`src/rtl/ball_collision_detector.sv`:
```
// rtl/ball_collision_detector.sv - wall/paddle/goal detection for the pong field.
// Optional SCORE_COUNT_EN adds per-player score counters and a GAME_OVER state.
module ball_collision_detector #(
  parameter int H_RES       = 640,
  parameter int V_RES       = 480,
  parameter int BALL_SIZE   = 8,
  parameter int PAD_W       = 8,
  parameter int PAD_H       = 64,
  parameter int PAD_L_X     = 16,
  parameter int PAD_R_X     = 616,
  parameter int COOLDOWN    = 4,
  parameter int SERVE_TICKS = 60
) (
  input  logic       clk,
  input  logic       reset,
  input  logic       enable,
  input  logic [9:0] xCoord,
  input  logic [8:0] yCoord,
  input  logic [8:0] padLY,
  input  logic [8:0] padRY,
  output logic       vCol,
  output logic       hCol,
  output logic       scoreL,
  output logic       scoreR,
  output logic       serve
`ifdef SCORE_COUNT_EN
  ,
  output logic [3:0] scoreCntL,
  output logic [3:0] scoreCntR
`endif
);

  localparam int CW   = $clog2(COOLDOWN + 1);
  localparam int SC_W = $clog2(SERVE_TICKS);

  localparam logic [10:0]     BALL     = 11'(BALL_SIZE);
  localparam logic [10:0]     PAD_HT   = 11'(PAD_H);
  localparam logic [10:0]     L_X      = 11'(PAD_L_X);
  localparam logic [10:0]     L_XMAX   = 11'(PAD_L_X + PAD_W);
  localparam logic [10:0]     R_X      = 11'(PAD_R_X);
  localparam logic [10:0]     R_XMAX   = 11'(PAD_R_X + PAD_W);
  localparam logic [10:0]     X_GOAL   = 11'(H_RES - BALL_SIZE);
  localparam logic [10:0]     Y_FLOOR  = 11'(V_RES - BALL_SIZE);
  localparam logic [CW-1:0]   COOL_LD  = CW'(COOLDOWN);
  localparam logic [SC_W-1:0] SERVE_LAST = SC_W'(SERVE_TICKS - 1);

`ifdef SCORE_COUNT_EN
  typedef enum logic [1:0] {SERVE, PLAY, GAME_OVER} state_t;
`else
  typedef enum logic {SERVE, PLAY} state_t;
`endif

  state_t          state;
  logic [SC_W-1:0] serve_cnt;
  logic [CW-1:0]   v_cool, h_cool;

  logic [10:0] x, y, ly, ry;
  logic        wall, hit_l, hit_r, goal_l, goal_r, v_fire, h_fire;
  logic [CW-1:0] v_next, h_next;

  assign x  = {1'b0, xCoord};
  assign y  = {2'b0, yCoord};
  assign ly = {2'b0, padLY};
  assign ry = {2'b0, padRY};

  // 11-bit sums never wrap; out-of-field coordinates land on the >= boundary tests
  assign wall   = (y == 11'd0) || (y >= Y_FLOOR);
  assign hit_l  = (x <= L_XMAX) && (x + BALL > L_X) && (y + BALL > ly) && (y < ly + PAD_HT);
  assign hit_r  = (x <= R_XMAX) && (x + BALL > R_X) && (y + BALL > ry) && (y < ry + PAD_HT);
  assign goal_r = (x == 11'd0) && !hit_l;
  assign goal_l = (x >= X_GOAL) && !hit_r;

  // The tick's own decrement is applied before the gate test, so a flip reopens
  // on the COOLDOWN-th tick after the one that loaded it.
  assign v_next = (v_cool != '0) ? v_cool - 1'b1 : '0;
  assign h_next = (h_cool != '0) ? h_cool - 1'b1 : '0;
  assign v_fire = wall && (v_next == '0);
  assign h_fire = (hit_l || hit_r) && (h_next == '0) && !(goal_l || goal_r);

  always_ff @(posedge clk) begin
    if (!reset) begin
      state     <= SERVE;
      serve_cnt <= '0;
      v_cool    <= '0;
      h_cool    <= '0;
      vCol      <= 1'b0;
      hCol      <= 1'b0;
      scoreL    <= 1'b0;
      scoreR    <= 1'b0;
      serve     <= 1'b1;
`ifdef SCORE_COUNT_EN
      scoreCntL <= 4'd0;
      scoreCntR <= 4'd0;
`endif
    end else begin
      vCol   <= 1'b0;
      hCol   <= 1'b0;
      scoreL <= 1'b0;
      scoreR <= 1'b0;
      if (enable) begin
        v_cool <= v_next;
        h_cool <= h_next;
        case (state)
          SERVE: begin
            if (serve_cnt == SERVE_LAST) begin
              state     <= PLAY;
              serve     <= 1'b0;
              serve_cnt <= '0;
            end else begin
              serve_cnt <= serve_cnt + 1'b1;
            end
          end
          PLAY: begin
            if (v_fire) begin
              vCol   <= 1'b1;
              v_cool <= COOL_LD;
            end
            if (goal_l || goal_r) begin
              scoreL    <= goal_l;
              scoreR    <= goal_r;
              state     <= SERVE;
              serve     <= 1'b1;
              serve_cnt <= '0;
`ifdef SCORE_COUNT_EN
              if (goal_l && scoreCntL != 4'd9) scoreCntL <= scoreCntL + 4'd1;
              if (goal_r && scoreCntR != 4'd9) scoreCntR <= scoreCntR + 4'd1;
              if ((goal_l && scoreCntL == 4'd8) || (goal_r && scoreCntR == 4'd8))
                state <= GAME_OVER;
`endif
            end else if (h_fire) begin
              hCol   <= 1'b1;
              h_cool <= COOL_LD;
            end
          end
          default: begin
            serve <= 1'b1;
          end
        endcase
      end
    end
  end

endmodule

```
`config.mk`:
```
export PLATFORM = sky130hd
export DESIGN_NAME = ball_collision_detector
export DESIGN_NICKNAME = d
export VERILOG_FILES = /design/src/rtl/ball_collision_detector.sv
export SDC_FILE = /design/constraint.sdc
export NUM_CORES = 1
export LEC_CHECK = 0
export CORE_MARGIN = 2
export CORE_UTILIZATION = 40
export DETAILED_ROUTE_END_ITERATION = 6
export GPL_TIMING_DRIVEN = 0
export PLACE_DENSITY = 0.68
export SYNTH_ARGS = -nofsm -noshare
export SYNTH_HDL_FRONTEND = slang
export SYNTH_SLANG_ARGS = --single-unit
```
`constraint.sdc`:
```
create_clock -name clk -period 5.86 [get_ports clk]
set_input_delay 0.586 -clock clk [delete_from_list [all_inputs] [get_ports clk]]
set_output_delay 0.586 -clock clk [all_outputs]
set_load 0.1 [all_outputs]
```
==> qor.yml, run 1 <==
status: "completed"
grt_usage: 0.175
diodes: 0
power_density_nw_per_um2: 135
routedLengthMet1_mm: 2.56
synth_ff_type: "dfxtp_1"
grt_first_pass_wirelength_mm: 8.83
required_ps: 5970
yosysSeqAreaShare: 0.170
tightestPinTransition_ps: 972
rows: 26
worstSetupEndpointType: "register"
r2r_start: "serve_cnt[0]"
cts_resized: 0
synth_warnings: 0
synth-edff-count: 0
layout_common_cells: "43 x ha_1, 42 x clkdlybuf4s50_1, 33 x inv_1"
hpwl_mm: 4.09
r2r_end: "serve"
drt_iter0_markers: 81
nFillCells: 521
drc: 0
cts_root_buf: "clkbuf_8"
placed_cells: 389
finClkSkew_ps: 2.79
layout-drive-gt1-share: 0.0557
htree_levels: 1
port_buffers: 42
fin_crit_sh: 0.582
hold-path-endpoint: "h_cool[0]"
wl_met3_um: 157
cts_made_buffers: 3
core_area_um2: 5110
slowest_delay_ps: 650
worst_setup_path_start_kind: "input pin"
cp.arrival_ps: 3520
min_path_type: "register to register"
fin_cells: 393
peakVddDrop_v: 0.0000816
rrSetupSlack_ps: 4360
cpMostUsedCell: "ha_1"
dieArea_um2: 5910
rsz0062_at_grt: "false"
fin_setup_tns_ps: 0
yosys.area.top_type: "ha_1"
initial_core_util: 0.416
synth_top_area_share: 0.253
slew_violations: 0
ios: 45
grt_max_degree: 11
firstDrtPassIters: 4
crit_path_start: "yCoord[3]"
syn_avg_cell_area_um2: 7.67
ys_ff_latch: 18
crit_type: "input pin to register"
cts_setup_buffers: 0
max_freq_ghz: 0.293
clk_pin_slew_worst_paths_ps: 70
stdcell_area_um2: 2690
crit_family: "compound AO/OA/AOI/OAI gates"
min_path_cells: 2
finalNetCount: 407
dieHeight_um: 76.9
reg2regPathDepth: 7
syn_to_final_growth_pct: 26.5
finalSetupViolations: 0
min_from: "h_cool[0]"
hold_viol_final: 0
antenna_left: 0
grt_pass1_vias: 2016
gr-total-overflow: 0
syn_area_um2: 2120
place_congestion: 0.923
place_area_um2: 2630
synth-async-reset-ratio: 0
synth_cells: 277
clkLatencyLatePin_ps: 250
die-width_um: 76.9
vias: 2072
timing.slew.headroom: 0.350
postCtsHoldBufs: 0
whs_ps: 511
ys_types: 50
min_period_ps: 3410
drv_cap: 0
ys_top_cells_by_area: "ha_1 25%, dfxtp_1 17%, inv_1 5.8%, nor2_1 4.1%, o21ai_0 4.0%"
crit_chain: "clkdlybuf4s50_1 -> ha_1 -> nand3_1 -> xnor2_1 -> ha_1 -> a21o_1 -> a2111oi_0 -> nor3_2 -> o211ai_2 -> a41oi_1"
syn_nets: 360
post_drt_wl_per_cell_um: 12.6
final_common_cell: "ha_1"
path_max_fanout: 8
clock_path_buffers: 2
routed-wl-met2_mm: 2.21
routed_via_density: 5.27
top_layer_used: "met3"
cts_tree: "built"
power.total_uw: 364
power_leakage_nw: 1.18
antenna_found_initial: 0
cp_slowest_cell: "clkdlybuf4s50_1"
critPathBufInv: 1
cts_sinks: 18
wl_mm: 4.94
[kinds of logic (layout without fill, tap and decap cells)]
kind of cell | Yosys count | count (layout) | synth area share
simple gates | 95 | 95 | 0.229
compound gates | 72 | 72 | 0.231
fa+ha+maj | 43 | 43 | 0.253
buf+inv | 39 | 85 | 0.0736
flops | 18 | 18 | 0.170
xor+xnor | 7 | 7 | 0.0289
mux | 3 | 3 | 0.0141
[Yosys cell counts (2+ instances only)]
cell,n
nand4_1,6
nand2_1,18
a211o_1,2
mux2i_1,3
nor3_2,2
nand3_1,10
clkbuf_1,2
a41oi_1,2
or2_2,5
and2_1,2
or3_1,4
nor4_1,3
a32oi_1,3
a211oi_1,5
a21oi_1,14
ha_1,43
nor3_1,6
nor2_1,23
dfxtp_1,18
nand2b_1,5
o211ai_1,3
xnor2_1,5
a21o_1,2
xor2_1,2
inv_1,33
and3_1,6
a31oi_1,5
buf_2,2
nor2b_1,2
a311oi_1,2
o2111ai_1,2
o21ai_0,17
o21ai_1,3
[metal layers]
metal  vias up  track usage
li1       1100            -
met1       929        0.252
met2        43        0.284
met3         0       0.0235
met4         0       0.0236
met5         -            0
[cell type report]
class                      instances  area [um2]  area share
sequential                        18         360       0.134
timing repair buffer              42         420       0.156
tap                               70        87.6      0.0326
buffer                             6        32.5      0.0121
multi-input combinational        220        1610       0.598
clock buffer                       4        55.1      0.0205
inverter                          33         124      0.0461
[report_power, final]
part           internal [mW]  switching (mW)  total, mW
sequential             0.125         0.00294      0.128
clock                 0.0597          0.0409      0.101
combinational         0.0660          0.0686      0.135
[stage by stage]
stage	util	worst slack (ps)
detailed placement	0.515	2170
finish	0.526	2450
floorplan	-	3180
global placement	0.515	2180
global route	0.526	2230
CTS	0.526	2450
[sequential cells by signal (all words and copies together), names as in the netlist]
name       cells
v_cool         3
scoreR         1
scoreL         1
serve          1
h_cool         3
state          1
hCol           1
serve_cnt      6
vCol           1
[worst max path at each step]
stage / to / cells past startpoint
after floorplan: serve_cnt[1] / 10
after global placement: serve_cnt[3] / 11
after detailed placement: serve_cnt[3] / 11
after CTS: serve_cnt[3] / 10
after global routing: serve_cnt[1] / 12
final: serve_cnt[5] / 10
[worst min-delay path: stages (launching register included)]
cell and delay (ps):
dfxtp_1 330, nand2b_1 70, a21oi_1 60
Power figures use the tool's default switching activity.
==> run 2: changes to the inputs <==
Clock period 5.86 ns to 3.4 ns, I/O delays scaled along.
==> results of run 2 <==
Same layout as run 1 (identical final DEF). Status: completed.
Among the figures that moved: setup slack after placement 2170 ps -> -41.2 ps; setup slack after layout 2450 ps -> 233 ps; register-to-register setup slack 4360 ps -> 1900 ps; total power 0.364 mW -> 0.627 mW; worst IR drop on VDD 0.0000816 V -> 0.000141 V
==> run 3: changes to the inputs <==
Settings changed: CTS_BUF_LIST set to sky130_fd_sc_hd__clkbuf_4, SETUP_SLACK_MARGIN set to 0.05.
==> qor.yml, run 3 (synthesis gave the netlist of run 1 again) <==
grt_max_degree: 11
fin_crit_sh: 0.919
layout_common_cells: "43 x ha_1, 42 x clkdlybuf4s50_1, 33 x inv_1"
dieHeight_um: 76.9
drv_cap: 0
gr-total-overflow: 0
htree_levels: 1
drt_iter0_markers: 83
power_density_nw_per_um2: 211
power_leakage_nw: 1.17
place_ws_ps: -41.2
clk_pin_slew_worst_paths_ps: 100
swShare: 0.337
layout-drive-gt1-share: 0.0526
rows: 26
antenna_found_initial: 0
ios: 45
clkLatencyLatePin_ps: 300
crit_type: "input pin to register"
worstSetupEndpointType: "register"
seqPwrFrac: 0.394
die-width_um: 76.9
vias: 2072
wl_mm: 4.92
finalNetCount: 407
tightestPinTransition_ps: 974
peakVddDrop_v: 0.000101
place_congestion: 0.923
p_clk_frac: 0.193
clock_path_buffers: 2
dieArea_um2: 5910
core_area_um2: 5110
timing.final.ws_setup_ps: 277
p_comb_frac: 0.413
cts_tree: "built"
largest_reg_flops: 6
cts_made_buffers: 3
routed_via_density: 5.27
status: "completed"
worst_setup_path_start_kind: "input pin"
timing.slew.headroom: 0.349
min_period_ps: 3120
finClkSkew_ps: 3.97
largestRegisters: "serve_cnt: 6 flops, h_cool: 3 flops, v_cool: 3 flops"
regMostFlops: "serve_cnt"
max_freq_ghz: 0.320
grt_first_pass_wirelength_mm: 8.83
postCtsHoldBufs: 0
diodes: 0
post_drt_wl_per_cell_um: 12.5
initial_core_util: 0.416
firstDrtPassIters: 4
grt_usage: 0.176
nFillCells: 523
min_path_type: "input pin to register"
internal-power_uw: 373
antenna_left: 0
cts_sinks: 18
hpwl_mm: 4.09
final_util: 0.521
cts_setup_buffers: 0
path_max_fanout: 8
grt_pass1_vias: 2000
finalSetupViolations: 0
fin_setup_tns_ps: 0
slew_violations: 0
required_ps: 3560
final_common_cell: "ha_1"
syn_to_final_growth_pct: 25.1
port_buffers: 42
cts_resized: 0
cp.arrival_ps: 3280
rsz0062_at_grt: "false"
drc: 0
cts_root_buf: "clkbuf_4"
hold_viol_final: 0
p_sw_uw: 189
-- run 3: changes by cell type in the layout (fill, tap and decap cells not counted), sizes merged --
cell    change
clkbuf      -1
clkinv      +1
-- run 3: worst paths after layout --
| kind | from | end | slack (ps) | depth (start not counted) |
|---|---|---|---|---|
| worst max-delay path | yCoord[3] | serve_cnt[5] | 280 | 10 |
| worst min-delay path | reset | serve_cnt[3] | 460 | 3 |
| worst max register to register | serve_cnt[0] | serve | 1900 | 7 |
| worst min register to register | h_cool[0] | h_cool[0] | 510 | 2 |
-- run 3: final cells by class --
type	count	area [um2]	area share
Inverter	33	124	0.0466
Multi-Input combinational cell	220	1610	0.605
Timing Repair Buffer	42	420	0.158
Sequential cell	18	360	0.136
Tap cell	70	87.6	0.0329
Clock buffer	3	22.5	0.00847
Clock inverter	1	3.75	0.00141
Buffer	6	32.5	0.0122
-- run 3: routing by layer --
layer  share of wire  GRT usage  up-vias
met1            0.52      0.255      925
met5               0          0        -
li1                -          -     1103
met3           0.034     0.0224        2
met2            0.44      0.282       42
met4          0.0016     0.0273        0
-- run 3: metrics by stage --
step	total power [mW]	cells	instance area, um2	hold WS, ps
global route	0.618	393	2660	478
finish	0.562	393	2660	460
global placement	0.454	389	2630	494
CTS	0.568	393	2660	450
floorplan	0.364	277	2120	463
detailed placement	0.458	389	2630	501
-- run 3: power by group through the flow --
stage	logic (mW)	clock network [mW]	registers (mW)
final	0.232	0.108	0.221
after detailed placement	0.232	0	0.226
after global routing	0.269	0.127	0.222
after CTS	0.233	0.114	0.221
after floorplan	0.139	0	0.225
after global placement	0.228	0	0.226
-- run 3: critical path, cell delays in order --
cell and delay (ps):
clkdlybuf4s50_1 650, ha_1 270, nand3_1 100, xnor2_1 280, ha_1 300, a21o_1 160, a2111oi_0 510, nor3_2 150
o211ai_2 350, a41oi_1 160
